$ cat src/rtl/port_uart_pkg.sv
`default_nettype none
// +----------------------------------------------------------------------------+
// | port_uart_pkg                                                              |
// | Shared state encoding and register bit positions for the port UART.        |
// | Revision: 1.0                                                              |
// +----------------------------------------------------------------------------+
package port_uart_pkg;

    typedef enum logic [1:0] {
        ST_IDLE  = 2'd0,
        ST_START = 2'd1,
        ST_DATA  = 2'd2,
        ST_STOP  = 2'd3
    } uart_state_t;

    localparam int STATUS_BUSY_BIT = 0;
    localparam int STATUS_ACK_BIT  = 1;
    localparam int CTRL_REQ_BIT    = 0;

endpackage
`default_nettype wire

$ cat src/rtl/uart_bit_timer.sv
`default_nettype none
// +----------------------------------------------------------------------------+
// | uart_bit_timer                                                             |
// | Counts CLKS_PER_BIT enabled cycles and pulses bit_done on the last one.    |
// | Revision: 1.0                                                              |
// +----------------------------------------------------------------------------+
module uart_bit_timer #(
    parameter int CLKS_PER_BIT = 16
) (
    input  logic clk,
    input  logic reset,
    input  logic i_clear,
    input  logic i_enable,
    output logic o_bit_done
);

    localparam int CW = (CLKS_PER_BIT > 1) ? $clog2(CLKS_PER_BIT) : 1;
    localparam logic [CW-1:0] C_LAST = CW'(CLKS_PER_BIT - 1);

    logic [CW-1:0] r_tick_cnt;

    always_ff @(posedge clk) begin
        if (reset || i_clear) begin
            r_tick_cnt <= '0;
        end else if (i_enable) begin
            if (r_tick_cnt == C_LAST) begin
                r_tick_cnt <= '0;
            end else begin
                r_tick_cnt <= r_tick_cnt + 1'b1;
            end
        end
    end

    // Combinational so the consumer's state change lands exactly on the C-th edge.
    assign o_bit_done = i_enable && (r_tick_cnt == C_LAST);

endmodule
`default_nettype wire

$ cat src/rtl/port_uart_tx.sv
`default_nettype none
// +----------------------------------------------------------------------------+
// | port_uart_tx                                                               |
// | 8N1 serial transmitter driven by a toggle request from a CPU output port.  |
// | Revision: 1.0                                                              |
// +----------------------------------------------------------------------------+
module port_uart_tx
    import port_uart_pkg::*;
#(
    parameter int CLKS_PER_BIT = 16
) (
    input  logic       clk,
    input  logic       reset,
    input  logic [7:0] data_port,
    input  logic [7:0] ctrl_port,
    output logic [7:0] status,
    output logic       tx
);

    uart_state_t r_state, w_state;
    logic        r_req, w_req;
    logic        r_ack, w_ack;
    logic [7:0]  r_shift, w_shift;
    logic [2:0]  r_bit_idx, w_bit_idx;
    logic        r_tx, w_tx;
    logic        w_start_frame;
    logic        w_bit_done;
    logic        w_ctrl_unused;

    assign w_ctrl_unused = ^ctrl_port[7:1];

    uart_bit_timer #(
        .CLKS_PER_BIT (CLKS_PER_BIT)
    ) u_bit_timer (
        .clk        (clk),
        .reset      (reset),
        .i_clear    (w_start_frame),
        .i_enable   (r_state != ST_IDLE),
        .o_bit_done (w_bit_done)
    );

    always_ff @(posedge clk) begin
        if (reset) begin
            r_state   <= ST_IDLE;
            r_req     <= 1'b0;
            r_ack     <= 1'b0;
            r_shift   <= 8'h00;
            r_bit_idx <= 3'd0;
            r_tx      <= 1'b1;
        end else begin
            r_state   <= w_state;
            r_req     <= w_req;
            r_ack     <= w_ack;
            r_shift   <= w_shift;
            r_bit_idx <= w_bit_idx;
            r_tx      <= w_tx;
        end
    end

    always_comb begin
        w_state       = r_state;
        w_req         = r_req;
        w_ack         = r_ack;
        w_shift       = r_shift;
        w_bit_idx     = r_bit_idx;
        w_tx          = r_tx;
        w_start_frame = 1'b0;
        case (r_state)
            ST_IDLE: begin
                // A toggle made while busy stays visible here as a mismatch until IDLE.
                if (ctrl_port[CTRL_REQ_BIT] != r_req) begin
                    w_start_frame = 1'b1;
                    w_shift       = data_port;
                    w_req         = ctrl_port[CTRL_REQ_BIT];
                    w_tx          = 1'b0;
                    w_state       = ST_START;
                end
            end
            ST_START: begin
                if (w_bit_done) begin
                    w_state   = ST_DATA;
                    w_bit_idx = 3'd0;
                    w_tx      = r_shift[0];
                end
            end
            ST_DATA: begin
                if (w_bit_done) begin
                    w_shift = {1'b0, r_shift[7:1]};
                    if (r_bit_idx == 3'd7) begin
                        w_state = ST_STOP;
                        w_tx    = 1'b1;
                    end else begin
                        w_bit_idx = r_bit_idx + 3'd1;
                        w_tx      = r_shift[1];
                    end
                end
            end
            ST_STOP: begin
                if (w_bit_done) begin
                    w_ack   = r_req;
                    w_state = ST_IDLE;
                end
            end
            default: begin
                w_state = ST_IDLE;
                w_tx    = 1'b1;
            end
        endcase
    end

    always_comb begin
        status                  = 8'h00;
        status[STATUS_BUSY_BIT] = (r_state != ST_IDLE);
        status[STATUS_ACK_BIT]  = r_ack;
    end

    assign tx = r_tx;

endmodule
`default_nettype wire

$ cat config.mk
export PLATFORM = sky130hd
export DESIGN_NAME = port_uart_tx
export DESIGN_NICKNAME = d
export VERILOG_FILES = /design/src/rtl/port_uart_pkg.sv /design/src/rtl/uart_bit_timer.sv /design/src/rtl/port_uart_tx.sv
export SDC_FILE = /design/constraint.sdc
export NUM_CORES = 1
export LEC_CHECK = 0
export ABC_CLOCK_PERIOD_IN_PS = 2600
export CAP_MARGIN = 20
export CORE_MARGIN = 3
export CORE_UTILIZATION = 37
export CTS_CLUSTER_DIAMETER = 100
export DETAILED_ROUTE_END_ITERATION = 6
export GPL_TIMING_DRIVEN = 1
export PLACE_DENSITY_LB_ADDON = 0.08
export REMOVE_ABC_BUFFERS = 1
export SLEW_MARGIN = 5
export SYNTH_ARGS = -nofsm -noshare
export SYNTH_HDL_FRONTEND = slang
export SYNTH_SLANG_ARGS = --single-unit
$ cat constraint.sdc
create_clock -name clk -period 2.6 [get_ports clk]
set_input_delay 0.26 -clock clk [delete_from_list [all_inputs] [get_ports clk]]
set_output_delay 0.26 -clock clk [all_outputs]
set_load 0.005 [all_outputs]
==> results.json, run 1 <==
{
  "drv_cap": 0,
  "cts_tree": "built",
  "drt-initial-drc-count": 80,
  "period_minus_slack_ns": 2.161,
  "finalWeightedCongestion": 0.7071,
  "crit_required_ns": 2.34,
  "drv_slew": 0,
  "final_cell_mix": "dfxtp_1 (20), nor2_1 (14), clkdlybuf4s50_1 (13), mux2i_1 (12), nand2_1 (12)",
  "cts_buffers": 3,
  "synth-seq-area-share": 0.3459,
  "syn_area_sq_um": 1157,
  "wl_per_cell_um": 11.14,
  "dr.pass1.iters": 4,
  "cp_max_fo": 9,
  "grt-ovfl-total": 0,
  "final-setup-viol-count": 0,
  "clock_latency_ns": 0.30,
  "rsz0062_at_grt": "false",
  "critical-path-max-stage-delay_ns": 0.55,
  "initial_utilization": 0.4023,
  "vdd_drop_max_mv": 0.4759,
  "drive_above_1_share": 0.09353,
  "slew_headroom": 0.6047,
  "clkSinkCount": 20,
  "r2r_setup_slack_ns": 0.54,
  "p_leak_uw": 0.0005134,
  "ys_ff_latch": 20,
  "wirelength_um": 2017,
  "hold_viol_final": 0,
  "path_cells": "inv_1, ha_1, inv_1, clkdlybuf4s50_1",
  "grt_pass1_wl_um": 3594,
  "grt_pass1_vias": 837,
  "start_kind": "flop",
  "grt.total_usage": 0.1259,
  "final_common_cell": "dfxtp_1",
  "fp.dieH_um": 61.93,
  "area_growth_pct": 15.14,
  "port_buffers": 13,
  "die_w_um": 61.93,
  "cp.buffers_inverters": 3,
  "die_area_sq_um": 3835,
  "antenna_found_initial": 0,
  "vias_per_cell": 4.934,
  "fin_worst_skew_ns": 0.009767,
  "synth-main-ff-cell": "dfxtp_1",
  "worstSetupPathType": "flop to primary output",
  "syn_inst": 129,
  "arrival_ns": 1.90,
  "ctsHoldBuffers": 0,
  "rows": 19,
  "pin_count": 27,
  "fmax_mhz": 462.7,
  "crit_path_frequent_cell": "inv_1",
  "synth_area_per_cell_sq_um": 8.972,
  "grt_max_degree": 15,
  "cts_setup_buffers": 0,
  "hold_class": "flop to flop",
  "ys_warn_count": 0,
  "status": "finished, final reports clean",
  "antennaDiodeCount": 0,
  "synth_enable_flop_cells": 0,
  "ctsResizeCount": 0,
  "coreArea_sq_um": 2877,
  "fin_util": 0.4632,
  "cts.path.max_buffers": 2,
  "clk_pin_slew_worst_paths_ns": 0.12,
  "dp_hpwl_um": 1536,
  "synthArstFlopShare": 0,
  "synth_cell_type_count": 31,
  "ant_nets": 0,
  "p_per_area_nw_per_um2": 1005,
  "num_vias": 893,
  "end_kind": "primary output",
  "cp_top_family": "buffers and inverters",
  "htreeDepth": 1,
  "drc_errors": 0,
  "root_buffer": "clkbuf_4",
  "critPathSlowestCell": "clkdlybuf4s50_1",
  "worstMarginPinSlew_ns": 0.5929,
  "finalNetCount": 166,
  "post-route-period-util": 0.8312,
  "final.setup.tns_ns": 0
}
[area by class of cell]
type / instances / area, sq um
Clock buffer: 3 / 22.52
Clock inverter: 1 / 30.03
Inverter: 4 / 15.01
Timing Repair Buffer: 16 / 152.6
Tap cell: 42 / 52.55
Multi-Input combinational cell: 95 / 659.4
Fill cell: 290 / 1544
Sequential cell: 20 / 400.4
[kinds of logic after synthesis]
family                   count (synthesis)  synth area share
buffers and inverters                   19            0.1005
adder cells (fa/ha/maj)                  8           0.08649
multiplexers                            12            0.1038
other                                    1          0.003240
flip-flops                              20            0.3459
AO/OA/AOI/OAI                           26            0.1784
XOR/XNOR                                 3           0.02271
AND/OR/NAND/NOR                         40            0.1589
[report_power, final]
part / total (uW) / internal, uW / leakage, uW / switching (uW)
Combinational: 634 / 299 / 0.000322 / 335
Clock: 256 / 156 / 0.0000279 / 100
Sequential: 449 / 392 / 0.000164 / 56.7
[synthesized netlist by cell type (all sizes together) (2+ instances only)]
cell type   n  area share
nand2      12       0.039
clkbuf      2      0.0065
inv         4       0.013
nor3        3       0.013
buf        13       0.081
a21oi      10       0.043
nand4       2       0.011
ha          8       0.086
a211oi      8       0.069
xnor2       2       0.015
nor2       14       0.045
dfxtp      20        0.35
mux2i      12        0.10
nand3       3       0.013
o21ai       3       0.013
[worst reg2reg max path, stage by stage (launching register included)]
cell and delay (ns):
dfxtp_1 0.35, inv_1 0.13, ha_1 0.37, inv_1 0.21, o32ai_4 0.61, nor2_1 0.12, a211oi_2 0.21
[registers in the layout, indices dropped and copies added (netlist names)]
register / count
r_state: 2
r_req: 1
tx: 1
r_ack: 1
r_bit_idx: 3
u_bit_timer.r_tick_cnt: 4
r_shift: 8
[metrics by stage]
| stage | hold slack [ns] | total power [uW] | setup slack, ns | std cells | instance area [sq um] |
|---|---|---|---|---|---|
| CTS | 0.4783 | 1368 | 0.3949 | 181 | 1333 |
| global placement | 0.4456 | 1087 | 0.5574 | 177 | 1280 |
| global route | 0.4967 | 1461 | 0.2714 | 181 | 1333 |
| detailed placement | 0.4609 | 1098 | 0.5436 | 177 | 1280 |
| floorplan | 0.3246 | 926.1 | 0.6830 | 119 | 1075 |
| finish | 0.4711 | 1339 | 0.4388 | 181 | 1333 |
[final timing paths]
kind,startpoint,endpoint,cells past startpoint
worst max register to register,r_state[0]$_SDFFE_PP0P_,r_shift[6]$_SDFFE_PP0P_,6
worst max-delay path,r_state[0]$_SDFFE_PP0P_,status[0],4
worst min register to register,r_bit_idx[2]$_SDFFE_PP0P_,r_bit_idx[2]$_SDFFE_PP0P_,2
worst min-delay path,r_bit_idx[2]$_SDFFE_PP0P_,r_bit_idx[2]$_SDFFE_PP0P_,2
[routing by layer]
layer / routed length (um) / vias to the layer above / share of wire / GRT usage
met5: 0 / - / 0 / 0
met4: 11 / 0 / 0.0055 / 0.02727
met3: 79 / 2 / 0.039 / 0.04339
met2: 966 / 17 / 0.48 / 0.2167
met1: 959 / 414 / 0.48 / 0.1514
li1: - / 460 / - / -
No activity file was read; power rests on OpenSTA's default activity.
==> run 2, diff against run 1 <==
--- a/config.mk
+++ b/config.mk
@@ -5,7 +5,7 @@
 export SDC_FILE = /design/constraint.sdc
 export NUM_CORES = 1
 export LEC_CHECK = 0
-export ABC_CLOCK_PERIOD_IN_PS = 2600
+export ABC_CLOCK_PERIOD_IN_PS = 1850
 export CAP_MARGIN = 20
 export CORE_MARGIN = 3
 export CORE_UTILIZATION = 37
==> constraint.sdc (replaced) <==
create_clock -name clk -period 1.85 [get_ports clk]
set_input_delay 0.185 -clock clk [delete_from_list [all_inputs] [get_ports clk]]
set_output_delay 0.185 -clock clk [all_outputs]
set_load 0.005 [all_outputs]
==> results.json, run 2 (same netlist as run 1, synthesis figures left out) <==
{
  "grt_max_degree": 16,
  "dp_slack_ns": 0.1566,
  "end_kind": "primary output",
  "cts_setup_buffers": 0,
  "crit_required_ns": 1.66,
  "ctsHoldBuffers": 0,
  "post-route-period-util": 0.9527,
  "rows": 19,
  "crit_end": "status[0]",
  "r2r_setup_slack_ns": 0.20,
  "timing.rr.end": "r_shift[1]$_SDFFE_PP0P_",
  "area_growth_pct": 20.32,
  "pin_count": 27,
  "multi_input_area_sq_um": 661.9,
  "clk_pin_slew_worst_paths_ns": 0.13,
  "fin_worst_skew_ns": 0.009655,
  "final_cell_mix": "dfxtp_1 (19), nor2_1 (14), clkdlybuf4s50_1 (13), mux2i_1 (12), nand2_1 (12)",
  "drc_errors": 0,
  "fin_ws_ns": 0.08753,
  "htreeDepth": 1,
  "instances_no_fill": 189,
  "coreArea_sq_um": 2877,
  "r2r_start": "r_state[0]$_SDFFE_PP0P_",
  "antennaDiodeCount": 0,
  "antenna_found_initial": 0,
  "regMostFlops": "r_shift",
  "reg2reg_depth": 8,
  "final_common_cell": "dfxtp_1",
  "fp.dieH_um": 61.93,
  "cp.depth": 4,
  "critPathLaunch": "r_state[0]$_SDFFE_PP0P_",
  "clkSinkCount": 20,
  "hold_class": "flop to flop",
  "grt.total_usage": 0.1266,
  "drv_slew": 0,
  "root_buffer": "clkbuf_4",
  "fmax_mhz": 567.4,
  "top_regs": "r_shift: 8 flops, u_bit_timer.r_tick_cnt: 4 flops, r_bit_idx: 3 flops",
  "status": "finished, final reports clean",
  "finalWeightedCongestion": 0.7957,
  "initial_utilization": 0.4023,
  "dr.pass1.iters": 2,
  "cp_top_family": "buffers and inverters",
  "largest_reg_flops": 8,
  "critical-path-max-stage-delay_ns": 0.50,
  "path_cells": "inv_1, ha_2, inv_2, clkdlybuf4s50_1",
  "cts_tree": "built",
  "final-setup-viol-count": 0,
  "wl_per_cell_um": 10.84,
  "cts.path.max_buffers": 2,
  "dp_hpwl_um": 1637,
  "die_area_sq_um": 3835,
  "arrival_ns": 1.58,
  "critPathSlowestCell": "clkdlybuf4s50_1",
  "cts_buffers": 3,
  "num_vias": 911,
  "ant_nets": 0,
  "p_per_area_nw_per_um2": 1408,
  "vias_per_cell": 4.820,
  "drt-initial-drc-count": 44,
  "p_leak_uw": 0.0005474,
  "grt_pass1_wl_um": 3629,
  "die_w_um": 61.93,
  "vdd_drop_max_mv": 0.6056,
  "drv_cap": 0,
  "worstSetupPathType": "flop to primary output",
  "seq_area_sq_um": 401.6,
  "period_minus_slack_ns": 1.762,
  "clock_latency_ns": 0.31,
  "grt-ovfl-total": 0,
  "dp.cells": 185,
  "cp.buffers_inverters": 3,
  "cp_max_fo": 4,
  "grt_pass1_vias": 825,
  "hold_viol_final": 0,
  "wirelength_um": 2049,
  "drive_above_1_share": 0.1633,
  "rsz0062_at_grt": "false",
  "port_buffers": 13,
  "start_kind": "flop",
  "num-fill-cells": 296,
  "finalNetCount": 174
}
run 2: worst register-to-register path, delay by kind of cell, from the launching register on:
family | cells | cell delay [ns]
and+or+nand+nor | 2 | 0.24
DFF | 1 | 0.37
AOI/OAI and AO/OA | 2 | 0.33
buffers and inverters | 3 | 0.42
adders and majority gates | 1 | 0.22
run 2: metrics by stage:
| stage | total power (uW) | cell area, sq um | setup TNS (ns) | utilization | hold WS, ns |
|---|---|---|---|---|---|
| final | 1961 | 1393 | 0 | 0.4841 | 0.4673 |
| after global routing | 2126 | 1393 | 0 | 0.4841 | 0.4925 |
| after CTS | 1981 | 1390 | 0 | 0.4833 | 0.4710 |
| after detailed placement | 1708 | 1353 | 0 | 0.4702 | 0.4535 |
| after global placement | 1688 | 1353 | 0 | 0.4702 | 0.4406 |
| after floorplan | 1302 | 1075 | -0.4301 | - | 0.2496 |
run 2: worst min-delay path by stage:
stage | to | startpoint | cells after the start | slack [ns]
2_1_floorplan | r_shift[0]$_SDFFE_PP0P_ | reset | 1 | 0.25
3_3_place_gp | r_ack$_SDFFE_PP0P_ | r_ack$_SDFFE_PP0P_ | 2 | 0.44
3_5_place_dp | r_ack$_SDFFE_PP0P_ | r_ack$_SDFFE_PP0P_ | 2 | 0.45
4_1_cts | r_ack$_SDFFE_PP0P_ | r_ack$_SDFFE_PP0P_ | 2 | 0.47
5_1_grt | r_bit_idx[2]$_SDFFE_PP0P_ | r_bit_idx[2]$_SDFFE_PP0P_ | 2 | 0.49
6_report | r_ack$_SDFFE_PP0P_ | r_ack$_SDFFE_PP0P_ | 2 | 0.47
run 2: where the power goes:
part           internal [uW]  leakage (uW)  switching, uW  total (uW)
registers                553      0.000164           71.5         625
logic                    564      0.000362            509        1070
clock network            120     0.0000210            144         264
total                   1240      0.000547            725        1960
run 2: layout make-up:
| type | count | area share |
|---|---|---|
| Sequential cell | 20 | 0.2884 |
| Timing Repair Buffer | 24 | 0.1617 |
| Clock buffer | 4 | 0.02606 |
| Tap cell | 42 | 0.03774 |
| Inverter | 4 | 0.01078 |
| Multi-Input combinational cell | 95 | 0.4753 |
run 2: timing repair:
item	in CTS	in global routing
gates cloned	0	0
resized for setup	2	1
endpoints found under the setup margin	1	2
run 2: layer usage:
layer,wire [um],global-route usage,vias to the layer above
met1,1006,0.1660,416
li1,-,-,476
met2,949,0.2063,17
met3,78,0.03099,2
met4,15,0.03636,0
met5,0,0,-
==> run 3, diff against run 2 <==
--- a/config.mk
+++ b/config.mk
@@ -8,7 +8,7 @@
 export ABC_CLOCK_PERIOD_IN_PS = 1850
 export CAP_MARGIN = 20
 export CORE_MARGIN = 3
-export CORE_UTILIZATION = 37
+export CORE_UTILIZATION = 44
 export CTS_CLUSTER_DIAMETER = 100
 export DETAILED_ROUTE_END_ITERATION = 6
 export GPL_TIMING_DRIVEN = 1
==> results.json, run 3 (same netlist as run 1, synthesis figures left out) <==
{
  "p_leak_uw": 0.0005337,
  "design_area_sq_um": 1368,
  "finalWeightedCongestion": 0.7498,
  "drive_above_1_share": 0.1528,
  "drv_slew": 0,
  "finalPower_uw": 1952,
  "cp.buffers_inverters": 3,
  "start_kind": "flop",
  "cp.depth": 4,
  "path_cells": "inv_1, ha_4, inv_4, clkdlybuf4s50_1",
  "period_minus_slack_ns": 1.757,
  "post-route-period-util": 0.9499,
  "rows": 17,
  "worstSetupPathType": "flop to primary output",
  "critPathSlowestCell": "clkdlybuf4s50_1",
  "placed_cell_area_sq_um": 1313,
  "final-setup-viol-count": 0,
  "final_common_cell": "dfxtp_1",
  "top_usage_layer": "met2",
  "initial_utilization": 0.4902,
  "hold_viol_final": 0,
  "critical-path-max-stage-delay_ns": 0.50,
  "grt-ovfl-total": 0,
  "largest_reg_flops": 8,
  "finalNetCount": 171,
  "drc_errors": 0,
  "cts.path.max_buffers": 2,
  "grt.total_usage": 0.1363,
  "dr.pass1.iters": 4,
  "status": "finished, final reports clean",
  "antenna_found_initial": 0,
  "hold_class": "flop to flop",
  "htreeDepth": 1,
  "coreArea_sq_um": 2361,
  "p_per_area_nw_per_um2": 1427,
  "drt-initial-drc-count": 9,
  "wl_per_cell_um": 12.20,
  "drv_cap": 0,
  "end_kind": "primary output",
  "antennaDiodeCount": 0,
  "cts_buffers": 3,
  "root_buffer": "clkbuf_4",
  "clk_pin_slew_worst_paths_ns": 0.11,
  "dp_hpwl_um": 1609,
  "cp_max_fo": 5,
  "port_buffers": 13,
  "die_w_um": 57.29,
  "num_vias": 903,
  "fin_worst_skew_ns": 0.002090,
  "ctsHoldBuffers": 0,
  "whs_ns": 0.4631,
  "reg2reg_depth": 8,
  "hold_path_depth": 2,
  "cts_tree": "built",
  "pin_count": 27,
  "regMostFlops": "r_shift",
  "arrival_ns": 1.57,
  "grt_max_degree": 15,
  "clock_latency_ns": 0.30,
  "num-fill-cells": 225,
  "fp.dieH_um": 57.29,
  "clkSinkCount": 20,
  "area_growth_pct": 18.16,
  "grtUsageMet3": 0.02036,
  "ant_nets": 0,
  "dp_slack_ns": 0.05251,
  "use_met2": 0.2284,
  "fmax_mhz": 569.0,
  "die_area_sq_um": 3282,
  "vdd_drop_max_mv": 0.7822,
  "top_regs": "r_shift: 8 flops, u_bit_timer.r_tick_cnt: 4 flops, r_bit_idx: 3 flops",
  "grt_pass1_vias": 833,
  "fin_ws_ns": 0.09260,
  "use_met1": 0.1671,
  "wirelength_um": 2098,
  "grt_pass1_wl_um": 3463,
  "final_cell_mix": "dfxtp_1 (19), nor2_1 (14), clkdlybuf4s50_1 (13), mux2i_1 (12), nand2_1 (12)",
  "crit_required_ns": 1.66,
  "cp_top_family": "buffers and inverters",
  "vias_per_cell": 5.250
}
## run 3: cell types whose count changed in the layout (fill, tap and decap cells not counted), sizes merged
cell  before  now
buf       11    8
## run 3: worst paths after layout
kind	slack (ns)	startpoint	endpoint
worst max register to register	0.15	r_state[0]$_SDFFE_PP0P_	r_shift[4]$_SDFFE_PP0P_
worst max-delay path	0.09	r_state[0]$_SDFFE_PP0P_	status[0]
worst min-delay path	0.46	r_ack$_SDFFE_PP0P_	r_ack$_SDFFE_PP0P_
worst min register to register	0.46	r_ack$_SDFFE_PP0P_	r_ack$_SDFFE_PP0P_
## run 3: worst reg2reg max path, cell delays in order, from the launching register on
cell and delay [ns]:
dfxtp_2 0.36, inv_1 0.11, ha_4 0.21, buf_4 0.15, nand2b_1 0.20, o32ai_4 0.14
buf_12 0.17, nor2_1 0.05, a211oi_1 0.23
## run 3: what timing repair did
action	4_1_cts	5_1_grt
cloned	0	0
endpoints found under the setup margin	1	2
buffers inserted	0	0
resized for setup	3	3
## run 3: per-layer routing
metal	share of wire	wire, um	up-vias
li1	-	-	470
met1	0.48	1007	407
met2	0.46	959	21
met3	0.041	85	5
met4	0.022	46	0
met5	0	0	-
## run 3: power breakdown
part,leakage [uW],switching (uW),internal (uW)
clock network,0.0000210,138,120
logic,0.000349,519,548
registers,0.000164,73.8,553
total,0.000534,731,1220
## run 3: area by class of cell
class / count / area, sq um / area share
multi-input cells: 95 / 674.4 / 0.4931
flip-flops and latches: 20 / 401.6 / 0.2937
well taps: 28 / 35.03 / 0.02562
clock buffers: 4 / 36.28 / 0.02653
inverters: 4 / 17.52 / 0.01281
repair buffers: 21 / 202.7 / 0.1482
## run 3: metrics by stage
step | std cells | setup TNS, ns | util
after floorplan | 119 | -0.4301 | -
after global placement | 168 | 0 | 0.5559
after detailed placement | 168 | 0 | 0.5559
after CTS | 172 | 0 | 0.5729
after global routing | 172 | -0.003438 | 0.5792
final | 172 | 0 | 0.5792
==> edit: new RTL, flow settings as in run 2 <==
`CLKS_PER_BIT` is set to 16 in 2 places; all go to 32.
--- a/src/rtl/uart_bit_timer.sv
+++ b/src/rtl/uart_bit_timer.sv
@@ -5,7 +5,7 @@
 // | Revision: 1.0                                                              |
 // +----------------------------------------------------------------------------+
 module uart_bit_timer #(
-    parameter int CLKS_PER_BIT = 16
+    parameter int CLKS_PER_BIT = 32
 ) (
     input  logic clk,
     input  logic reset,
--- a/src/rtl/port_uart_tx.sv
+++ b/src/rtl/port_uart_tx.sv
@@ -7,7 +7,7 @@
 module port_uart_tx
     import port_uart_pkg::*;
 #(
-    parameter int CLKS_PER_BIT = 16
+    parameter int CLKS_PER_BIT = 32
 ) (
     input  logic       clk,
     input  logic       reset,
Function: no difference found for any inputs over 10 cycles, from zero or initial values and one cycle with reset high; that may be too few to reach the edited logic, so the function may still have changed.
==> edit against run 2 <==
  * Sequential cell count grew 1
  * Maximum frequency grew 0.15%
  * Cell area grew 8.7%
  * Core utilization grew 0.77 points
  * Worst setup slack gained 2.7 ps
  * Via count grew 10%
  * Synthesized cell count grew 2.3%
  * Area after synthesis grew 4.3%
  * Cell count grew 5.3%
  * Total power shrank 2.5%
  * Routed wire length grew 27%
  * Highest routed layer unchanged
==> edit: results (changes against run 2) <==
[route]
vias_per_cell=5.04  ; +4.5%
wl_per_cell_um=13.1  ; +21%
routed_wl_um=2600  ; +27%
dr_wl_met3_um=76  ; -2.6%
firstDrtPassIters=4  ; +2
drtIter0Drc=14  ; -68%
wl_met2_um=1210  ; +27%

[global_routing]
grt_first_pass_wirelength_um=4570  ; +26%
grtUsageMet2=0.228  ; +0.0217
grt_pass1_vias=978  ; +19%
grt_use_met3=0.0321  ; +0.00109
grt_usage=0.143  ; +0.0163
use_met1=0.199  ; +0.0326
grt_max_degree=13  ; -3

[worst_setup_path]
worstReg2RegStart=u_bit_timer.r_tick_cnt[0]
critPathMaxStageDelay_ps=510
critPathTopFamily=buffers and inverters
r2r_end=r_state[1]
r2r_slack_ps=130  ; -70 ps
critPathCapture=status[0]
rr_worst_depth=7  ; -1
path_max_fanout=6  ; +2

[finish]
drive_gt1_frac=0.219  ; +0.0561
reg.largest.list=r_shift: 8 flops, u_bit_timer.r_tick_cnt: 5 flops, r_bit_idx: 3 flops
final-seq-area_um2=428  ; +6.5%
nNetsFinal=182  ; +4.6%
n_fill_cell=316  ; +6.8%

[sta]
clock_skew_ps=5.57  ; -4.09 ps
min_period_over_period=0.951  ; -0.00147
whs_ps=492  ; +24.2 ps

[synthesis]
synth_cell_types=39  ; +26%
synth_fa_ha_area_frac=0.0829  ; -0.00358
synth_xor_area_frac=0.0145  ; -0.00819
synth_compound_gate_area_share=0.225  ; +0.0465
netlist_instances=132  ; +2.3%
synth_mux_area_frac=0.0912  ; -0.0126
synth_top_cells_by_count=dfxtp_1 (21), a211oi_1 (16), mux2i_1 (11)
synth.area.top_cells=dfxtp_1 (35%), a211oi_1 (9.9%), mux2i_1 (9.1%)
yosysSeqAreaShare=0.348  ; +0.00224

[worst_hold_path]
min_path_cells=1  ; -1
min_to=r_bit_idx[0]
min_from=r_bit_idx[0]

[power]
p_leak_uw=0.000602  ; +10%
p_sw_uw=741  ; +2.3%
peakVddDrop_uv=574  ; -5.3%

[placed_design]
gp_congestion=0.768  ; -3.5%
dp_cells=195  ; +5.4%
post-dp-hpwl_um=1970  ; +20%
dpl_worst_slack_ps=-54.1  ; -211 ps

[run_status]
status=completed

[clock_network]
cts_resized=4  ; +2
clockBufferDepth=2  ; unchanged

## edit: power groups by stage
stage | clock (uW) | combinational (uW) | sequential (uW)
detailed placement | 0 | 998 | 648
global placement | 0 | 975 | 643
global route | 265 | 1150 | 665
finish | 234 | 1030 | 648
floorplan | 0 | 647 | 634
CTS | 252 | 1010 | 642
## edit: logic make-up after synthesis
| logic type | count (synthesis) |
|---|---|
| xor+xnor | 2 |
| mux | 11 |
| other cells | 1 |
| buf+inv | 23 |
| compound gates | 38 |
| flops | 21 |
| simple gates | 28 |
| fa+ha+maj | 8 |
## edit: layout make-up
type | count | area share
multi-input combinational | 93 | 0.475
timing repair buffer | 30 | 0.170
sequential | 21 | 0.283
clock buffer | 3 | 0.0149
tap | 44 | 0.0364
inverter | 7 | 0.0174
clock inverter | 1 | 0.00331
## edit: worst register-to-register path, stage by stage (launching register included)
cell and delay (ps):
dfxtp_2 360, ha_2 200, and3_4 200, ha_4 150, nand2b_1 70, a222oi_1 320, buf_4 180, mux2i_1 160
